`src/rtl/sync_fifo_pkg.sv`:
```
// sync_fifo_pkg: shared width derivation, configuration check and status type for sync_fifo_param
package sync_fifo_pkg;
  localparam int DEF_WIDTH = 32;
  localparam int DEF_DEPTH = 16;
  localparam int DEF_AE_LEVEL = 2;
  function automatic int addr_w(input int depth);
    return $clog2(depth);
  endfunction
  function automatic bit cfg_ok(input int width, input int depth, input int ae, input int af);
    return width >= 1 && depth >= 4 && (depth & (depth - 1)) == 0 && ae < af && af <= depth;
  endfunction
  typedef struct packed {
    logic full;
    logic empty;
    logic almost_full;
    logic almost_empty;
    logic overflow;
    logic underflow;
  } fifo_status_t;
endpackage

```
`src/rtl/sync_fifo_mem.sv`:
```
// sync_fifo_mem: DEPTH x WIDTH flop array, one write port, registered read port cleared by reset
module sync_fifo_mem
  import sync_fifo_pkg::*;
#(
  parameter int WIDTH = DEF_WIDTH,
  parameter int DEPTH = DEF_DEPTH,
  localparam int AW = addr_w(DEPTH)
) (
  input  logic             clk,
  input  logic             rst_n,
  input  logic             i_we,
  input  logic [AW-1:0]    i_waddr,
  input  logic [WIDTH-1:0] i_wdata,
  input  logic             i_re,
  input  logic [AW-1:0]    i_raddr,
  output logic [WIDTH-1:0] o_rdata
);
  logic [WIDTH-1:0] r_mem [DEPTH];
  logic [WIDTH-1:0] r_rdata;
  always_ff @(posedge clk) begin
    if (i_we) r_mem[i_waddr] <= i_wdata;
    if (!rst_n) r_rdata <= '0;
    else if (i_re) r_rdata <= r_mem[i_raddr];
  end
  assign o_rdata = r_rdata;
endmodule

```
`src/rtl/sync_fifo_param.sv`:
```
// sync_fifo_param: single-clock FIFO with occupancy count, threshold flags, sticky errors and flush
module sync_fifo_param
  import sync_fifo_pkg::*;
#(
  parameter int WIDTH = DEF_WIDTH,
  parameter int DEPTH = DEF_DEPTH,
  parameter int AF_LEVEL = DEPTH - 2,
  parameter int AE_LEVEL = DEF_AE_LEVEL,
  localparam int AW = addr_w(DEPTH),
  localparam int CW = AW + 1
) (
  input  logic             clk,
  input  logic             rst_n,
  input  logic             i_flush,
  input  logic             i_wr_en,
  input  logic [WIDTH-1:0] i_wr_data,
  input  logic             i_rd_en,
  input  logic             i_err_clr,
  output logic [WIDTH-1:0] o_rd_data,
  output logic             o_rd_valid,
  output logic             o_full,
  output logic             o_empty,
  output logic             o_almost_full,
  output logic             o_almost_empty,
  output logic [CW-1:0]    o_count,
  output logic             o_overflow,
  output logic             o_underflow
);
  localparam logic [CW-1:0] L_DEPTH = CW'(DEPTH);
  localparam logic [CW-1:0] L_AF = CW'(AF_LEVEL);
  localparam logic [CW-1:0] L_AE = CW'(AE_LEVEL);
  if (!cfg_ok(WIDTH, DEPTH, AE_LEVEL, AF_LEVEL)) begin : g_bad_cfg
    $error("sync_fifo_param: invalid WIDTH/DEPTH/AE_LEVEL/AF_LEVEL");
  end
  logic [CW-1:0] r_wr_ptr, r_rd_ptr, w_wr_nxt, w_rd_nxt, w_cnt_nxt;
  logic r_full, r_empty, r_af, r_ae, r_ovf, r_udf, r_rd_valid;
  logic w_live, w_rd_acc, w_wr_acc;
  always_comb begin
    w_live = rst_n && !i_flush;
    w_rd_acc = w_live && i_rd_en && !r_empty;
    w_wr_acc = w_live && i_wr_en && (!r_full || w_rd_acc);
    w_wr_nxt = w_live ? r_wr_ptr + CW'(w_wr_acc) : '0;
    w_rd_nxt = w_live ? r_rd_ptr + CW'(w_rd_acc) : '0;
    w_cnt_nxt = w_wr_nxt - w_rd_nxt;
  end
  always_ff @(posedge clk) begin
    r_wr_ptr <= w_wr_nxt;
    r_rd_ptr <= w_rd_nxt;
    r_full <= w_cnt_nxt == L_DEPTH;
    r_empty <= w_cnt_nxt == '0;
    r_af <= w_cnt_nxt >= L_AF;
    r_ae <= w_cnt_nxt <= L_AE;
    r_rd_valid <= w_rd_acc;
    r_ovf <= rst_n && ((w_live && i_wr_en && !w_wr_acc) || (r_ovf && !i_err_clr));
    r_udf <= rst_n && ((w_live && i_rd_en && !w_rd_acc) || (r_udf && !i_err_clr));
  end
  sync_fifo_mem #(.WIDTH(WIDTH), .DEPTH(DEPTH)) u_mem (
    .clk     (clk),
    .rst_n   (rst_n),
    .i_we    (w_wr_acc),
    .i_waddr (r_wr_ptr[AW-1:0]),
    .i_wdata (i_wr_data),
    .i_re    (w_rd_acc),
    .i_raddr (r_rd_ptr[AW-1:0]),
    .o_rdata (o_rd_data)
  );
  assign o_count = r_wr_ptr - r_rd_ptr;
  assign o_rd_valid = r_rd_valid;
  assign o_full = r_full;
  assign o_empty = r_empty;
  assign o_almost_full = r_af;
  assign o_almost_empty = r_ae;
  assign o_overflow = r_ovf;
  assign o_underflow = r_udf;
endmodule

```
`config.mk`:
```
export PLATFORM = sky130hd
export DESIGN_NAME = sync_fifo_param
export DESIGN_NICKNAME = d
export VERILOG_FILES = /design/src/rtl/sync_fifo_pkg.sv /design/src/rtl/sync_fifo_mem.sv /design/src/rtl/sync_fifo_param.sv
export SDC_FILE = /design/constraint.sdc
export NUM_CORES = 1
export LEC_CHECK = 0
export BUFFER_PORTS_ARGS = -buffer_cell sky130_fd_sc_hd__buf_2
export CAP_MARGIN = 20
export CORE_UTILIZATION = 45
export CTS_CLUSTER_DIAMETER = 120
export DETAILED_ROUTE_END_ITERATION = 8
export PLACE_DENSITY = 0.66
export SLEW_MARGIN = 40
export SYNTH_ARGS = -nofsm -noshare
export SYNTH_HDL_FRONTEND = slang
export SYNTH_SLANG_ARGS = --single-unit
```
`constraint.sdc`:
```
create_clock -name clk -period 4.1 [get_ports clk]
set_clock_uncertainty 0.15 [all_clocks]
set_input_delay 0.615 -clock clk [delete_from_list [all_inputs] [get_ports clk]]
set_output_delay 0.615 -clock clk [all_outputs]
set_load 0.05 [all_outputs]
```
---- After elaboration in Yosys (flattened, before gate mapping) ----
Memories as Yosys holds them, arrays and structs flattened. A register that Yosys moved wholly into a read port is not among the register bits.
Cells that the tools add are included.
W data, S select, Z words.
word-level totals
  flip-flop bits (word level) ............. 17
  bits in writable memories ............... 512
  input port bits ......................... 38
  output and inout port bits .............. 44
  logic and storage cells ................. 43
  memories kept ........................... 1
operators by class
  $add $sub $neg .......................... 4
  magnitude comparators ................... 2
  eq/ne operators ......................... 1
  multiplexer cells ....................... 4
  reduce and logical (&&, ||, !) cells .... 22
memories
  memory       depth  bits a word  rd ports  clocked after memory_dff  wr ports  line                 text
  u_mem.r_mem  16     32           1         1                         1         sync_fifo_mem.sv:18  logic [WIDTH-1:0] r_mem [DEPTH];
operators with widths
  operator              count
  $logic_and A1 B1 Y1   11
  $add A5 B1 Y5         2
  $mux W5               2
  $sub A5 B5 Y5         2
  $logic_not A1 Y1      7
  $eq A5 B5 Y1 const B  1
  $ge A5 B4 Y1 const B  1
  $le A5 B2 Y1 const B  1
  $logic_not A5 Y1      1
  $logic_or A1 B1 Y1    3
  $mux W1               2

---- Logic depth before layout (Yosys ltp) ----
Gate-level depths: netlist of the first run.
  depth after elaboration ................. 10
  depth in mapped cells ................... 14
  gate-level depth less buffers ........... 12

---- Hierarchy ----
From an unflattened synthesis of the first run, not the netlist that was laid out.
unflattened totals
  cell total of the unflattened synthesis .. 1323
  area, all modules ....................... 21904.8 um^2
by module, submodules not included
  module           instances  cells an instance  area an instance (um^2)  sequential area each (um^2)
  sync_fifo_mem    1          1216               20866.3                  16015.4
  sync_fifo_param  1          107                1038.5                   340.3

---- Least setup slack after synthesis of the first run ----
OpenSTA, ideal clock, no wires.
  path type ............................... input to register
  start point ............................. input port rst_n
  end point ............................... memory u_mem.r_mem[3][0] (netlist bit) (enable)
  setup time .............................. 0.461 ns
  arrival time ............................ 3.916 ns
  required time ........................... 3.489 ns
  setup slack ............................. -0.428 ns
  stages .................................. 6
  buffers on the path ..................... 1
  cell sequence ........................... clkbuf_1 nor2b_1 nand2_1 a21oi_1 nand3_1 nor3_1
on the way
  longest elaborated chain between the ends .. 7
  elaborated cells between the ends (all ways) .. 8
  classes of those cells .................. 2 x mux; 6 x reduce/logical
RTL lines
  item                               line                   text
  start: declaration                 sync_fifo_param.sv:13  input logic rst_n,
  $logic_and A1 B1 Y1 (*)            sync_fifo_param.sv:39  w_live = rst_n && !i_flush;
  $logic_and A1 B1 Y1 (2 in a row)   sync_fifo_param.sv:40  w_rd_acc = w_live && i_rd_en && !r_empty;
  $logic_or A1 B1 Y1                 sync_fifo_param.sv:41  w_wr_acc = w_live && i_wr_en && (!r_full || w_rd_acc);
  $logic_and A1 B1 Y1 (*)            sync_fifo_param.sv:41
  $mux W1 (*)                        sync_fifo_mem.sv:21    if (i_we) r_mem[i_waddr] <= i_wdata;
  $mux W1 (implied by the code) (*)  sync_fifo_mem.sv:21
  end: declaration                   sync_fifo_mem.sv:18
Mark *: on every way between the ends. The rest lies on a longest branch, timed or not.

---- Final worst setup path of the first run ----
  start point ............................. register r_rd_ptr[0]
  end point ............................... output port o_count[4]
on the way
  longest elaborated chain between the ends .. 1
RTL lines
  item                      line                   text
  start: declaration        sync_fifo_param.sv:35  logic [CW-1:0] r_wr_ptr, r_rd_ptr, w_wr_nxt, w_rd_nxt, w_cnt_nxt;
  start signal: assignment  sync_fifo_param.sv:48  r_rd_ptr <= w_rd_nxt;
  $sub A5 B5 Y5             sync_fifo_param.sv:67  assign o_count = r_wr_ptr - r_rd_ptr;
  end: declaration          sync_fifo_param.sv:25  output logic [CW-1:0] o_count,
Every way passes these cells.

==> results of run 1 <==
==> synthesized netlist by cell type (4+ instances only) <==
cell	number	area, sq um
edfxtp_1	512	15400
a221oi_1	32	280
buf_1	7	26.3
nand2b_1	5	31.3
nor2_1	20	75.1
buf_2	15	75.1
nor3_1	4	20.0
a21o_1	5	37.5
mux4_2	128	2880
a22o_1	32	280
inv_1	17	63.8
nand2_1	6	22.5
nand3_1	40	200
dfxtp_1	49	981
xor2_1	5	43.8
o21ai_0	33	165
ha_1	12	150
xnor2_1	10	87.6
clkbuf_1	30	113
==> logic make-up (layout without fill, tap and decap cells) <==
family,Yosys count,count (layout),synth area share (%)
simple gates,87,87,2.07
fa+ha+maj,14,14,0.899
flops,561,561,77.3
mux,131,131,13.8
buf+inv,70,238,1.37
xor+xnor,15,15,0.621
compound gates,110,110,3.89
==> worst max path at each step <==
stage | startpoint | to | slack [ns]
floorplan | rst_n | u_mem.r_mem[7][0] | 0.42
global placement | i_flush | o_full | 0.50
detailed placement | i_flush | o_full | 0.41
CTS | r_rd_ptr[0] | o_count[4] | 0.64
global route | r_rd_ptr[0] | o_count[4] | 0.52
finish | r_rd_ptr[0] | o_count[4] | 0.72
==> power by group through the flow <==
stage	Clock, mW	Combinational, mW	Sequential (mW)
2_1_floorplan	0	0.0434	6.39
3_3_place_gp	0	0.154	6.37
3_5_place_dp	0	0.161	6.37
4_1_cts	5.48	0.161	6.25
5_1_grt	5.72	0.175	6.25
6_report	5.38	0.159	6.25
==> critical path, cell delays in order (launching register included) <==
cell and delay [ns]:
dfxtp_4 0.72, ha_1 0.30, fa_1 0.22, inv_1 0.05, a21o_1 0.15, a21oi_1 0.18
xnor2_1 0.13, buf_2 0.27
==> metrics by stage <==
stage | area (sq um) | worst slack, ns | std cells
floorplan | 21200 | 0.423 | 988
global placement | 22600 | 0.503 | 1656
detailed placement | 22700 | 0.414 | 1659
CTS | 24600 | 0.639 | 1763
global route | 24600 | 0.519 | 1763
finish | 24600 | 0.717 | 1763
==> cell type report <==
| cell class | count | share of cell area (%) |
|---|---|---|
| Sequential cell | 561 | 66.4 |
| Multi-Input combinational cell | 357 | 19.0 |
| Clock buffer | 70 | 6.06 |
| Timing Repair Buffer | 117 | 3.34 |
| Tap cell | 607 | 3.08 |
| Clock inverter | 34 | 1.89 |
| Inverter | 17 | 0.259 |
==> sequential cells by signal (all words and copies together) (netlist names), 5 cells and up <==
name           flops
r_rd_ptr           5
r_wr_ptr           5
u_mem.o_rdata     32
u_mem.r_mem      512
==> cell usage in the layout (no fill, tap or decap), types with 11 or more instances in the layout <==
cell / count
dfxtp_1: 47
a221oi_1: 32
buf_2: 81
mux4_2: 128
bufinv_16: 11
nor2_4: 16
a22o_1: 32
edfxtp_1: 512
o21ai_0: 33
clkbuf_16: 56
ha_1: 12
inv_1: 17
buf_4: 26
nand3_1: 40
==> per-layer routing <==
layer | up-vias | global-route usage [%]
met5 | - | 0
met4 | 4 | 5.79
met3 | 67 | 2.90
met2 | 264 | 31.7
met1 | 5361 | 26.4
li1 | 4400 | -
==> metrics, run 1 <==
status finished clean; switch share 18.9%; htree depth 2; Mean Syn Cell Area between 20 and 25 sq um; syn nets approximately 1000; Logic pwr share 1.4%; clk root buf clkbuf_16; Slew Limit Fails 0; Overflow after GRT 0; Die Area 47900 sq um; Peak VDD IR approximately 0.00029 V; Setup TNS 0 ns; Fmax 296 MHz; Internal Power 9.56 mW; CP startpoint kind register; RSZ-0062 raised after global routing no; Hold EP o_overflow; chip height 219 um; number of diodes 0; sequential cell area about 16000 sq um; drt drc 0; cts repair resizes 0; Clock power frac 45.6%; Tmin final about 3.4 ns; routed length on met2 22.3 mm; area grow syn2layout 16.5%; I/O Pins 82; R2R depth 11; Detail Route Antenna Nets 0; pin count of the biggest net entering global routing 93; crit share post-route 82.5%; post-CTS setup buffer count 0; FF-to-FF setup slack approximately 0.9 ns; Final Util a little over half; post-synthesis async set-or-reset flop share 0%; P_leak 7.81 nW; Critical Path Fanout Max 26; FF+latch count, synth 561; number of synthesized flops with an enable pin ~500; layout cells sized above 1 31.2%; Yosys warnings 0; Max-cap violations 0; Critical Path RT 3.34 ns; Mapped Area 21200 sq um; synth unique cells 38; CP arrival between 2 and 3 ns; Total GRT Usage a little under a fifth; Clock Latency Late Sink 0.60 ns; Initial Util 45.5%; Final Hold Slack 0.151 ns; sequential element share of the synthesized area 77.3%; hold depth 3; HPWL Detailed 24.1 mm; Std-Cell Rows 79; Avg WL per Cell 25.2 um; sequential share of power 53.0%; initial antenna violation count 2; clk buf depth 3; Synth Instances roughly 990; final setup vio count 0; hold_sp i_err_clr; slew margin rel. about half; final hold vios 0; Top Metal Used met5; vias in the first global route about 10000; TritonCTS clock tree built; Core ar. ~46000 sq um; filler cell count in the final layout around 3600; Total Power 11.8 mW; Critical Path End Type output port; Slew @ Worst Pin 0.761 ns; Placer Congestion 0.710; Routed met1 length 19.0 mm; clk slew on worst S/H paths 0.06 ns; critical path class reg2out; metal3 WL approximately 2.1 mm; worst hold path class in2reg; port buffer count 81; Post-Route WL 44.4 mm; Total Nets Final roughly 1200; power per standard cell area 478 nW/um^2; Num CTS Buffers 55; DRT iter0 DRCs 919; Worst R2R Start o_empty; via count about 10000; Vias/cell 5.73; P_sw approximately 2.2 mW; FF-to-FF End o_full; Chip Width 219 um; sinks on the clock net 561; first-pass GRT wire length ~66 mm; area occupied by multi-input gates 4680 sq um; hold_buf cts 0; Top FF cell, synth edfxtp_1; drt first pass iters 5
Note: power is estimated with default switching activity, not from simulation.
==> run 2: changes to the inputs <==
ABC_AREA = 1   (was not set)
PLACE_DENSITY = 0.64   (was 0.66)
clock period = 3.3 ns   (was 4.1 ns; I/O delays follow)
==> run 2 against run 1 <==
Compared with the run above: sequential cell count did not move; final cell count rose by 56%; critical endpoint unchanged; critical path depth did not move; utilization fell by 2.0 points; synthesized cell count rose by 99%; power rose by 21%; wire length rose by 18%; hold slack got worse by 0.12 ns; largest cell class unchanged.
==> metrics, run 2 <==
status finished clean; worst hold path class in2reg; Total GRT Usage 20.2%; Vias/cell 5.26; Slew @ Worst Pin about 0.82 ns; synth top area cells edfxtp_1, nand3_1, inv_1; slew margin rel. 45.4%; CP arrival roughly 2.4 ns; htree depth 2; Detail Route Antenna Nets 0; filler cell count in the final layout between 4000 and 5000; sequential element share of the synthesized area 70.1%; Max-cap violations 0; Routed met1 length 23.3 mm; Worst Slack Setup Final 0.230 ns; pin count of the biggest net entering global routing 166; CP startpoint kind register; Placement Cell Area 24400 sq um; area occupied by multi-input gates 5080 sq um; Peak VDD IR 0.000381 V; Final Hold Slack roughly 0.032 ns; Yosys warnings 0; most common cell after layout, fill and taps aside edfxtp_1; cell area after layout 26200 sq um; Total Nets Final 2079; Std-Cell Rows 83; Critical Path RT 2.65 ns; drt first pass iters 7; syn nets 2014; metal3 WL 3.53 mm; hold depth 3; Final Util about half; critical path class reg2out; Worst Path Buf+Inv 2; Critical Path End Type output port; clk root buf clkbuf_16; FF-to-FF End o_almost_empty; largest reg by FF count u_mem.r_mem; DRT iter0 DRCs approximately 1500; Overflow after GRT 0; via count between 10000 and 15000; P_leak 9.50 nW; hold_sp i_rd_en; Top FF cell, synth edfxtp_1; Placer Congestion ~0.79; routed length on met2 roughly 24 mm; sequential cell area 16400 sq um; Post-Route WL 52.4 mm; clk slew on worst S/H paths 0.06 ns; initial antenna violation count 3; crit share post-route 93.0%; Initial Util 45.5%; Top Metal Used met5; Worst R2R Start o_empty; R2R depth 13; Tmin final roughly 3 ns; Fmax between 300 and 400 MHz; family with the most delay on the worst path adder cells; Worst setup startpoint r_wr_ptr[0]; post-CTS setup buffer count 0; layout cells sized above 1 11.4%; commonest non-fill, non-tap cells in the layout edfxtp_1, inv_1, nand3_1, nand2_1, a21oi_1; Die Area 52800 sq um; area grow syn2layout 12.3%; Worst path max stage delay 0.42 ns; area leader, netlist edfxtp_1; chip height 230 um; TritonCTS clock tree built; Synth Instances 1962; Mean Syn Cell Area between 10 and 15 sq um; Setup TNS 0 ns; Num CTS Buffers 56; number of flip-flops under the largest register name 512; Avg WL per Cell roughly 19 um; synth unique cells 30; first-pass GRT wire length 81.1 mm; Hold EP o_underflow; crit path cell chain inv_1 > ha_1 > fa_1 > nor2_1 > a211oi_1 > xor2_1 > buf_2; post-synth top area share 65.9%; Core ar. 51300 sq um; Post-Layout Cell Count 2756; drt drc 0; Cells after DPL 2648; top cells by count, synth edfxtp_1, inv_1, nand3_1, nand2_1, a21oi_1; Critical Path Fanout Max 4; Slowest-stage cell, CP dfxtp_1; most frequent cell after synthesis edfxtp_1; Stages on worst setup path 7; HPWL Detailed about 27 mm; clk buf depth 3; Slew Limit Fails 0; I/O Pins 82; Mapped Area 23300 sq um; power per standard cell area 542 nW/um^2; Chip Width between 200 and 250 um; Clock Latency Late Sink 0.61 ns; FF-to-FF setup slack about 0.55 ns; final setup vio count 0; final hold vios 0; post-synthesis async set-or-reset flop share 0%; vias in the first global route 14000; RSZ-0062 raised after global routing no; sinks on the clock net about 560; FF+latch count, synth 561; port buffer count 81; Total Power 14.2 mW; pre-CTS setup slack roughly 0.072 ns; number of synthesized flops with an enable pin 512
[run 2: logic make-up (layout without fill, tap and decap cells)]
group	Yosys count	count (layout)	share of synthesized area, %
fa+ha+maj	14	14	0.815
buf+inv	436	549	8.68
simple gates	552	552	10.3
other cells	0	1	0
flops	561	561	70.1
xor+xnor	6	6	0.225
compound gates	393	393	9.88
[run 2: cell type report]
cell class	count	share of cell area (%)
antenna	1	0.00955
clock buffer	84	6.18
clock inverter	22	0.740
inverter	318	4.56
multi-input combinational	965	19.4
sequential	561	62.5
tap	680	3.25
timing repair buffer	125	3.43
[run 2: worst reg2reg max path: cells and delay by family (launching register included)]
kind / cells / cell delay (ns)
adder cells (fa/ha/maj): 3 / 0.79
AND/OR/NAND/NOR: 5 / 0.74
flip-flops: 1 / 0.34
XOR/XNOR: 2 / 0.30
AO/OA/AOI/OAI: 2 / 0.29
buffers and inverters: 1 / 0.08
[run 2: where the power goes]
group          total (mW)  switching, mW  internal [mW]
Combinational       0.214          0.171         0.0436
Clock                6.23           2.61           3.62
Sequential           7.77        0.00637           7.76
Total                14.2           2.79           11.4
[run 2: worst max path at each step]
stage	endpoint	slack (ns)
global route	o_count[4]	0.13
detailed placement	o_almost_empty	0.07
global placement	o_almost_empty	0.17
CTS	o_count[4]	0.21
floorplan	u_mem.r_mem[0][0]	0.1
finish	o_count[4]	0.23
[run 2: what timing repair did]
action	4_1_cts	5_1_grt
hold buffers	1	0
gates resized for setup	0	0
endpoints found under the hold margin	2	0
[run 2: metal layers]
| layer | track usage (%) | vias to the layer above |
|---|---|---|
| li1 | - | 6965 |
| met1 | 27.9 | 6967 |
| met2 | 32.0 | 458 |
| met3 | 3.25 | 104 |
| met4 | 7.54 | 4 |
| met5 | 0 | - |
